==> config.mk <==
export PLATFORM = sky130hd
export DESIGN_NAME = number_hit_detector
export DESIGN_NICKNAME = d
export VERILOG_FILES = /design/src/rtl/game_pkg.sv /design/src/rtl/lowest_bit_encoder.sv /design/src/rtl/number_hit_detector.sv
export SDC_FILE = /design/constraint.sdc
export NUM_CORES = 1
export LEC_CHECK = 0
export CAP_MARGIN = 15
export CORE_MARGIN = 2
export CORE_UTILIZATION = 53
export CTS_CLUSTER_DIAMETER = 60
export DETAILED_ROUTE_END_ITERATION = 7
export PLACE_DENSITY = 0.83
export SYNTH_ARGS = -nofsm -noshare
export SYNTH_HDL_FRONTEND = slang
export SYNTH_SLANG_ARGS = --single-unit
==> constraint.sdc <==
create_clock -name clk -period 4.8 [get_ports clk]
set_input_delay 0.48 -clock clk [delete_from_list [all_inputs] [get_ports clk]]
set_output_delay 0.48 -clock clk [all_outputs]
set_load 0.02 [all_outputs]
==> src/rtl/game_pkg.sv <==
// Shared game definitions used by the number-grid collision logic.
//   hit_state_t    : states of the per-frame hit resolver
//   NUM_COUNT_MAX  : most number sprites an index can address
//   IDX_W          : width of a number index
//   HOLDOFF_CNT_W  : width of the frame hold-off counter
package game_pkg;

    localparam int unsigned NUM_COUNT_MAX = 16;
    localparam int unsigned IDX_W         = 4;
    localparam int unsigned HOLDOFF_CNT_W = 8;

    typedef enum logic [1:0] {
        ARMED,
        HIT,
        HOLDOFF
    } hit_state_t;

endpackage

==> src/rtl/lowest_bit_encoder.sv <==
// Priority encoder: reports the index of the lowest set bit of vec.
//   vec   in  WIDTH  input vector
//   idx   out IDX_W  index of the lowest set bit (0 when vec is zero)
//   valid out 1      high when any bit of vec is set
module lowest_bit_encoder #(
    parameter int unsigned WIDTH = 12,
    parameter int unsigned IDX_W = 4
) (
    input  logic [WIDTH-1:0] vec,
    output logic [IDX_W-1:0] idx,
    output logic             valid
);

    always_comb begin
        idx   = '0;
        valid = |vec;
        // Scan downward so the lowest set bit is the last assignment.
        for (int i = int'(WIDTH) - 1; i >= 0; i--) begin
            if (vec[i]) begin
                idx = IDX_W'(i);
            end
        end
    end

endmodule

==> src/rtl/number_hit_detector.sv <==
// Resolves at most one player/number collision per frame and reports it at
// the following frame boundary, with a per-number hit mask and a frame hold-off.
//   clk           in  pixel clock
//   reset         in  synchronous active-high reset
//   startOfFrame  in  one-cycle pulse at the first pixel of a frame
//   playerDR      in  player drawing request for the current pixel
//   numbersDR     in  per-number drawing requests
//   clearMask     in  one-cycle re-arm of all numbers
//   singleHit     out one-cycle pulse: hit resolved for the previous frame
//   hitIndex      out index of the last resolved hit
//   hitMask       out numbers already hit
//   allHit        out every number has been hit
module number_hit_detector
    import game_pkg::*;
#(
    parameter int unsigned NUM_COUNT      = 12,
    parameter int unsigned HOLDOFF_FRAMES = 8
) (
    input  logic                 clk,
    input  logic                 reset,
    input  logic                 startOfFrame,
    input  logic                 playerDR,
    input  logic [NUM_COUNT-1:0] numbersDR,
    input  logic                 clearMask,
    output logic                 singleHit,
    output logic [IDX_W-1:0]     hitIndex,
    output logic [NUM_COUNT-1:0] hitMask,
    output logic                 allHit
);

    localparam logic [HOLDOFF_CNT_W-1:0] CntLoad = HOLDOFF_CNT_W'(HOLDOFF_FRAMES);
    // Value left after the tick taken when a frame starts during HIT.
    localparam logic [HOLDOFF_CNT_W-1:0] CntLoadTick =
        (CntLoad > 1) ? CntLoad - HOLDOFF_CNT_W'(1) : '0;

    hit_state_t               state_q, state_d;
    logic                     pend_valid_q, pend_valid_d;
    logic [IDX_W-1:0]         pend_idx_q, pend_idx_d;
    logic [HOLDOFF_CNT_W-1:0] cnt_q, cnt_d;
    logic [NUM_COUNT-1:0]     mask_q, mask_d;
    logic [IDX_W-1:0]         hit_index_q, hit_index_d;

    logic [NUM_COUNT-1:0]     cand;
    logic [IDX_W-1:0]         cand_idx;
    logic                     cand_valid;
    logic                     sample;

    assign cand = numbersDR & ~mask_q & {NUM_COUNT{playerDR}};

    lowest_bit_encoder #(
        .WIDTH (NUM_COUNT),
        .IDX_W (IDX_W)
    ) u_enc (
        .vec   (cand),
        .idx   (cand_idx),
        .valid (cand_valid)
    );

    always_comb begin
        state_d      = state_q;
        pend_valid_d = pend_valid_q;
        pend_idx_d   = pend_idx_q;
        cnt_d        = cnt_q;
        mask_d       = mask_q;
        hit_index_d  = hit_index_q;
        sample       = 1'b0;

        if (clearMask) begin
            state_d      = ARMED;
            pend_valid_d = 1'b0;
            cnt_d        = '0;
            mask_d       = '0;
        end else begin
            unique case (state_q)
                ARMED: begin
                    if (startOfFrame && pend_valid_q) begin
                        state_d      = HIT;
                        mask_d       = mask_q | (NUM_COUNT'(1) << pend_idx_q);
                        hit_index_d  = pend_idx_q;
                        pend_valid_d = 1'b0;
                    end else begin
                        sample = 1'b1;
                    end
                end
                HIT: begin
                    if (startOfFrame && CntLoad <= 1) begin
                        state_d = ARMED;
                        cnt_d   = '0;
                        sample  = 1'b1;
                    end else begin
                        state_d = HOLDOFF;
                        cnt_d   = startOfFrame ? CntLoadTick : CntLoad;
                    end
                end
                HOLDOFF: begin
                    if (startOfFrame) begin
                        if (cnt_q <= 1) begin
                            // Last hold-off frame elapsed: this new frame is armed.
                            state_d = ARMED;
                            cnt_d   = '0;
                            sample  = 1'b1;
                        end else begin
                            cnt_d = cnt_q - HOLDOFF_CNT_W'(1);
                        end
                    end
                end
                default: begin
                    state_d = ARMED;
                end
            endcase

            // First collision of an armed frame wins; later ones are ignored.
            if (sample && !pend_valid_q && cand_valid) begin
                pend_valid_d = 1'b1;
                pend_idx_d   = cand_idx;
            end
        end
    end

    always_ff @(posedge clk) begin
        if (reset) begin
            state_q      <= ARMED;
            pend_valid_q <= 1'b0;
            pend_idx_q   <= '0;
            cnt_q        <= '0;
            mask_q       <= '0;
            hit_index_q  <= '0;
        end else begin
            state_q      <= state_d;
            pend_valid_q <= pend_valid_d;
            pend_idx_q   <= pend_idx_d;
            cnt_q        <= cnt_d;
            mask_q       <= mask_d;
            hit_index_q  <= hit_index_d;
        end
    end

    assign singleHit = (state_q == HIT);
    assign hitIndex  = hit_index_q;
    assign hitMask   = mask_q;
    assign allHit    = &mask_q;

endmodule
Word-level counts from Yosys, hierarchy flattened

Index checks and enable logic that the tools add are counted.

Output and inout bits: 18
Register bits after elaboration: 31

Order comparisons: 1
Shift operators: 1
Bitwise logic cells: 5
$add $sub $neg: 1
Muxes and demuxes: 28
Equality and inequality tests: 5
Reduce and logical (&&, ||, !) cells: 17

Operators with widths:

| cell                 | count |
|---|---|
| $mux 4               | 13 |
| $and 12x12->12       | 2 |
| $mux 8               | 2 |
| $pmux 8 s2           | 1 |
| $not 12->12          | 1 |
| $or 12x12->12        | 1 |
| $reduce_and 12->1    | 1 |
| $reduce_or 12->1     | 1 |
| $shl 1x4->12 const A | 1 |
| $le 8x1->1 const B   | 1 |
| $reduce_and 2->1     | 4 |
| $sub 8x1->8 const B  | 1 |
| $mux 1               | 7 |
| $mux 2               | 3 |
| $ne 2x2->1 const B   | 3 |
| $pmux 2 s3           | 1 |
| $reduce_and 3->1     | 2 |
| $reduce_bool 2->1    | 3 |
| $logic_and 1x1->1    | 3 |
| $eq 2x1->1 const B   | 1 |
| $eq 2x2->1 const B   | 1 |
| $logic_not 2->1      | 1 |
| $pmux 1 s2           | 1 |
| $reduce_or 2->1      | 1 |
| other kinds (2)      | 2 |

Logic depth before layout (Yosys ltp)

Gate-level depths: netlist (run 1).

Depth after elaboration: 15
Depth in mapped cells: 7

Cells and area by module

A second synthesis (run 1) with hierarchy kept.

Cell total of the unflattened synthesis: 206
Area total of the unflattened synthesis: 1616.6 sq um

Modules (own cells, without submodules):

| module              | seq. area each (sq um) | cells an instance | area an instance (sq um) | times used |
|---|---|---|---|---|
| number_hit_detector | 620.6                  | 184               | 1487.7                   | 1 |
| lowest_bit_encoder  | 0.0                    | 22                | 128.9                    | 1 |

Worst setup path after synthesis (run 1)

OpenSTA, ideal clock, no wires.

Path kind: register to register
Start point: register cnt_q[4]
End point: register pend_idx_q[0]
Arrival: 1859 ps
Cell stages (with the launch flop): 6
Clock period less this slack: 1981 ps
Setup slack: 2819 ps
Required time: 4679 ps
Library setup time: 121 ps
Cells stage by stage: dfxtp_1 > or4_4 > o41ai_4 > o311ai_2 > nor2_4 > mux2_4

Word-level cells in the longest chain between the ends: 8

Ends and longest elaborated chain:

| what                            | line                       | text |
|---|---|---|
| start, declared                 | number_hit_detector.sv:39  | `logic [HOLDOFF_CNT_W-1:0] cnt_q, cnt_d;` |
| start signal, assigned          | number_hit_detector.sv:132 | `cnt_q <= cnt_d;` |
| $le 8x1->1                      | number_hit_detector.sv:97  | `if (cnt_q <= 1) begin` |
| $mux 1                          | number_hit_detector.sv:97  |  |
| $mux 1                          | number_hit_detector.sv:96  | `if (startOfFrame) begin` |
| $pmux 1 s2                      | number_hit_detector.sv:74  | `unique case (state_q)` |
| $mux 1                          | number_hit_detector.sv:68  | `if (clearMask) begin` |
| $logic_and 1x1->1 (2 in series) | number_hit_detector.sv:113 | `if (sample && !pend_valid_q && cand_valid) begin` |
| $reduce_and 2->1 (no line)      | -                          |  |
| end signal, assigned            | number_hit_detector.sv:131 | `pend_idx_q <= pend_idx_d;` |
| end, declared                   | number_hit_detector.sv:38  | `logic [IDX_W-1:0] pend_idx_q, pend_idx_d;` |

No other way between the ends. The select of a mux whose other input is x is not followed.
A chain may end at the register's enable or synchronous reset.

Worst setup path in the final report (run 1)

Start point: register state_q[1]
End point: output port singleHit

Word-level cells in the longest chain between the ends: 1

Ends and longest elaborated chain:

| what                   | line                       | text |
|---|---|---|
| start, declared        | number_hit_detector.sv:36  | `hit_state_t state_q, state_d;` |
| start signal, assigned | number_hit_detector.sv:129 | `state_q <= state_d;` |
| $eq 2x1->1             | number_hit_detector.sv:138 | `assign singleHit = (state_q == HIT);` |
| end, declared          | number_hit_detector.sv:25  | `output logic singleHit,` |

No other way between the ends.

==> impl_metrics.tcl, run 1 <==
set metrics [dict create \
    status "finished clean" \
    wl_per_cell_um 14.8 \
    postCtsHoldBufs 0 \
    multiInputGateArea_um2 931 \
    p_leak_nw 0.695 \
    ff2ff_setup_slack_ns 2.65 \
    max_freq_ghz 0.454 \
    p_per_area_nw_per_um2 227 \
    rsz0062_at_grt "false" \
    mostFrequentLayoutCell "clkdlybuf4s50_1" \
    power.total_w 0.000454 \
    ys_ff_latch 31 \
    synth-async-reset-ratio 0 \
    place_congestion 0.978 \
    cts.sinks 31 \
    max-slew-margin-rel 0.591 \
    ir_drop_uv 169 \
    num-fill-cells 225 \
    finClkSkew_ns 0.00673 \
    port_buffers 34 \
    antenna_cells 0 \
    cts_root_buf "clkbuf_4" \
    die_x_um 58.8 \
    ys_types 38 \
    fin_crit_sh 0.459 \
    hold_path.class "flop to flop" \
    cts_buffers 5 \
    required_ns 4.32 \
    crit_path_end_kind "output pin" \
    p_int_w 0.000338 \
    clock_path_buffers 2 \
    syn-cell-area_um2 1590 \
    worstSetupPathType "flop to output pin" \
    yosysWarnings 0 \
    first_global_vias 1439 \
    synth_flop_cell "dfxtp_1" \
    power_frac_seq 0.582 \
    initial_core_util 0.568 \
    core-area_um2 2810 \
    synthCells 197 \
    die_area_um2 3460 \
    hold_violations 0 \
    ios 35 \
    dr.pass1.iters 5 \
    post_dp_cell_area_um2 1960 \
    clk_latency_ns 0.33 \
    finalCriticalPeriod_ns 2.20 \
    grt_pass1_wl_um 6270 \
    synth.avg_cell_area_um2 8.09 \
    num_rows 19 \
    die_y_um 58.8 \
    drive_gt1_frac 0.0558 \
    globalRouteTotalUtil 0.245 \
    layout.nets 253 \
    vias_per_cell 6.01 \
    route.final.wire_length_um 3920 \
    final_core_util 0.712 \
    setup_viol 0 \
    power_frac_comb 0.123 \
    antenna_found_initial 0 \
    htree_num_levels 2 \
    clkPwrFrac 0.295 \
    slew_violations 0 \
    worstMarginPinSlew_ns 0.608 \
    antenna_left 0 \
    yosysSeqAreaShare 0.390 \
    syn_nets 216 \
    post-route-drc-count 0 \
    cp.arrival_ns 1.72 \
    drtIter0Drc 110 \
    grt_max_degree 22 \
    post_cts_resized 0 \
    worstSetupStartpointType "flop" \
    p_switching_w 0.000115 \
    cts_tree "built" \
    syn_to_final_growth_pct 25.5 \
    clk_pin_slew_ns 0.08 \
    vias 1587 \
    synth_edf_count 0 \
    cap_violations 0 \
    swShare 0.254 \
    setup_tns_ns 0 \
    hpwl_um 2910 \
    cp_max_fo 7 \
    grt_overflow 0 \
    post_cts_buffers 0 \
    layout_common_cells "34 x clkdlybuf4s50_1, 31 x dfxtp_1, 26 x nor2_1, 25 x a21oi_1, 20 x nand2b_1" \
    seqCellArea_um2 621 \
    finalInstanceArea_um2 2000 \
]
synthesized netlist by cell type, drive strengths merged (2+ instances only):
library cell,instances,area (µm²)
nor2,27,109
mux2i,3,30.0
a21oi,25,125
nor3b,2,15.0
nor4,3,18.8
clkbuf,4,15.0
nor3,8,40.0
nor2b,6,37.5
a31oi,4,25.0
or2,2,12.5
a41oi,3,26.3
nand3b,5,37.5
ha,2,25.0
nand2,13,48.8
inv,7,26.3
dfxtp,31,621
nand4,4,25.0
o21ai,9,45.0
xnor2,2,17.5
nand2b,20,125
layout make-up:
type                    count  share of cell area
multi-input cells         155               0.466
flip-flops and latches     31               0.311
repair buffers             34               0.170
clock buffers               6              0.0207
well taps                  31              0.0194
inverters                   7              0.0131
per-layer routing:
layer / routed length (µm) / vias to the layer above / track usage
met5: 0 / - / 0
met4: 131 / 0 / 0.166
met3: 291 / 13 / 0.0747
met2: 1860 / 80 / 0.383
met1: 1630 / 725 / 0.288
li1: - / 769 / -
power by group through the flow:
| stage | clock network (W) | registers, W | logic, W |
|---|---|---|---|
| floorplan | 0 | 0.000269 | 0.0000324 |
| global placement | 0 | 0.000270 | 0.0000534 |
| detailed placement | 0 | 0.000270 | 0.0000545 |
| CTS | 0.000138 | 0.000264 | 0.0000549 |
| global route | 0.000148 | 0.000265 | 0.0000600 |
| finish | 0.000134 | 0.000264 | 0.0000556 |
worst paths after layout:
check	startpoint	cells past startpoint	end
worst max register to register	cnt_q[4]	5	cnt_q[6]
worst min register to register	pend_valid_q	2	pend_valid_q
worst max-delay path	state_q[1]	3	singleHit
worst min-delay path	pend_valid_q	2	pend_valid_q
cells by family after synthesis:
kind of cell	Yosys count	share of synthesized area
AO/OA/AOI/OAI	48	0.192
XOR/XNOR	3	0.0165
multiplexers	4	0.0283
AND/OR/NAND/NOR	98	0.332
flip-flops	31	0.390
buffers and inverters	11	0.0259
adder cells (fa/ha/maj)	2	0.0157
state kept, by name (all words and copies together) (netlist names):
name / cells
hitIndex: 4
pend_idx_q: 4
cnt_q: 8
hitMask: 12
state_q: 2
pend_valid_q: 1
metrics by stage:
step                instances  worst slack (ns)  hold WS, ns
floorplan                 197              2.82        0.445
global placement          258              2.44        0.458
detailed placement        258              2.38        0.463
CTS                       264              2.59        0.474
global route              264              2.42        0.503
finish                    264              2.60        0.475
worst max-delay path: stages (launching register included):
cell,delay (ns)
dfxtp_1,0.39
nand2b_1,0.26
inv_1,0.13
clkdlybuf4s50_1,0.61
Note: power is estimated with default switching activity, not from simulation.
==> run 2, diff against run 1 <==
- CORE_UTILIZATION: 53 -> 45
- PLACE_DENSITY: 0.83 -> 0.75
- clock period: 4.8 -> 1.9 ns (I/O delays scaled with it)
==> impl_metrics.tcl, run 2 (synthesis results as in run 1) <==
set metrics [dict create \
    core-area_um2 3360 \
    setup_viol 0 \
    hold_end "hitIndex[0]" \
    vias 1628 \
    clock_path_buffers 2 \
    pre_cts_slack_ns -0.126 \
    ir_drop_uv 298 \
    mostFrequentLayoutCell "clkdlybuf4s50_1" \
    die_x_um 63.5 \
    die_y_um 63.5 \
    cp.arrival_ns 2.13 \
    status "finished clean" \
    worstMarginPinSlew_ns 0.426 \
    slew_violations 0 \
    layout.nets 278 \
    grt_max_degree 21 \
    cap_violations 0 \
    grt_overflow 0 \
    cts_root_buf "clkbuf_4" \
    rsz0062_at_grt "true" \
    htree_num_levels 2 \
    use_met3 0.0625 \
    vias_per_cell 5.32 \
    timing.rr.end "pend_idx_q[0]" \
    setup_slack_ns 0.00239 \
    hold_violations 0 \
    post_dp_cell_area_um2 2140 \
    syn_to_final_growth_pct 40.8 \
    num_rows 21 \
    largest_reg_flops 12 \
    hp-start "hitIndex[0]" \
    grt_busiest_layer "met2" \
    setup_tns_ns 0 \
    layout_common_cells "32 x clkdlybuf4s50_1, 29 x dfxtp_1, 26 x nor2_1, 25 x a21oi_1, 25 x buf_4" \
    fin_crit_sh 0.999 \
    post-route-drc-count 0 \
    drtIter0Drc 114 \
    clk_pin_slew_ns 0.11 \
    ios 35 \
    reg2reg_depth 5 \
    globalRouteTotalUtil 0.231 \
    antenna_left 0 \
    use_met1 0.273 \
    finalCriticalPeriod_ns 1.90 \
    hpwl_um 3120 \
    wl_per_cell_um 13.6 \
    hold_path.class "flop to flop" \
    max_freq_ghz 0.527 \
    num-fill-cells 303 \
    met2_usage 0.376 \
    drive_gt1_frac 0.162 \
    timing.critical_path.slowest_cell_delay_ns 0.57 \
    cts_buffers 5 \
    antenna_cells 0 \
    required_ns 2.13 \
    cts_tree "built" \
    p_per_area_nw_per_um2 578 \
    postCtsHoldBufs 0 \
    initial_core_util 0.474 \
    crit_path_cell_trace "or4_4, o41ai_4, o311ai_4, nor2_4, mux2_4" \
    clk_latency_ns 0.35 \
    cts.sinks 31 \
    first_global_vias 1584 \
    die_area_um2 4030 \
    grt_pass1_wl_um 7170 \
    antenna_found_initial 0 \
    dr.pass1.iters 5 \
    ff2ff_setup_slack_ns 0.002 \
    place_congestion 0.904 \
    cp_slowest_cell "or4_4" \
    p_leak_nw 0.848 \
    finalInstanceArea_um2 2240 \
    worstSetupPathType "flop to flop" \
    route.final.wire_length_um 4150 \
    port_buffers 34 \
    worstHoldPathCells 2 \
    crit_path_end_kind "flop" \
    cp_max_fo 3 \
    finClkSkew_ns 0.0136 \
    worstSetupStartpointType "flop" \
    max-slew-margin-rel 0.712 \
    r2r-start "cnt_q[5]" \
]
[run 2: changes by cell type in the layout (fill, tap and decap cells not counted), sizes merged]
cell           change
clkbuf             +2
buf               +25
dlygate4sd2        +2
clkdlybuf4s50      -2
[run 2: timing repair]
item	CTS	global route
pin swaps	0	1
setup buffers	1	2
setup endpoints to repair	4	7
resized for setup	5	1
[run 2: layer usage]
metal,wire (µm),part of all wire
met5,0,0
met1,1820,0.44
met3,230,0.055
met4,117,0.028
met2,1990,0.48
[run 2: worst max-delay path: cells and delay by family, from the launching register on]
family	cells	cell delay, ns
DFF	1	0.34
and+or+nand+nor	2	0.72
muxes	1	0.30
AOI/OAI and AO/OA	2	0.43
[run 2: area by class of cell]
class                           instances  area [µm²]  area share
Tap cell                               46        57.6      0.0257
Multi-Input combinational cell        155         941       0.420
Clock buffer                            8        68.8      0.0307
Timing Repair Buffer                   59         526       0.234
Sequential cell                        31         623       0.278
Inverter                                7        26.3      0.0117
[run 2: how the worst max path moves through the flow]
stage | cells past startpoint | from | slack [ns] | endpoint
after floorplan | 5 | cnt_q[5] | 0.03 | pend_idx_q[0]
after global placement | 7 | startOfFrame | -0.10 | hitMask[11]
after detailed placement | 7 | startOfFrame | -0.13 | hitMask[11]
after CTS | 5 | cnt_q[5] | -0.01 | pend_idx_q[0]
after global routing | 6 | cnt_q[4] | -0.06 | pend_idx_q[1]
final | 5 | cnt_q[5] | 0.002 | pend_idx_q[0]
[run 2: per-stage QoR]
stage / utilization / hold slack [ns] / std cells / power, W
global route: 0.667 / 0.514 / 306 / 0.00136
CTS: 0.662 / 0.483 / 304 / 0.00130
global placement: 0.637 / 0.464 / 295 / 0.000846
detailed placement: 0.637 / 0.470 / 295 / 0.000848
floorplan: - / 0.371 / 197 / 0.000761
finish: 0.667 / 0.480 / 306 / 0.00130
[run 2: power breakdown]
group	switching, W	leakage (nW)	internal (W)
combinational	0.0000856	0.558	0.0000937
clock	0.000236	0.0386	0.000218
sequential	0.00000720	0.251	0.000657
total	0.000329	0.848	0.000968
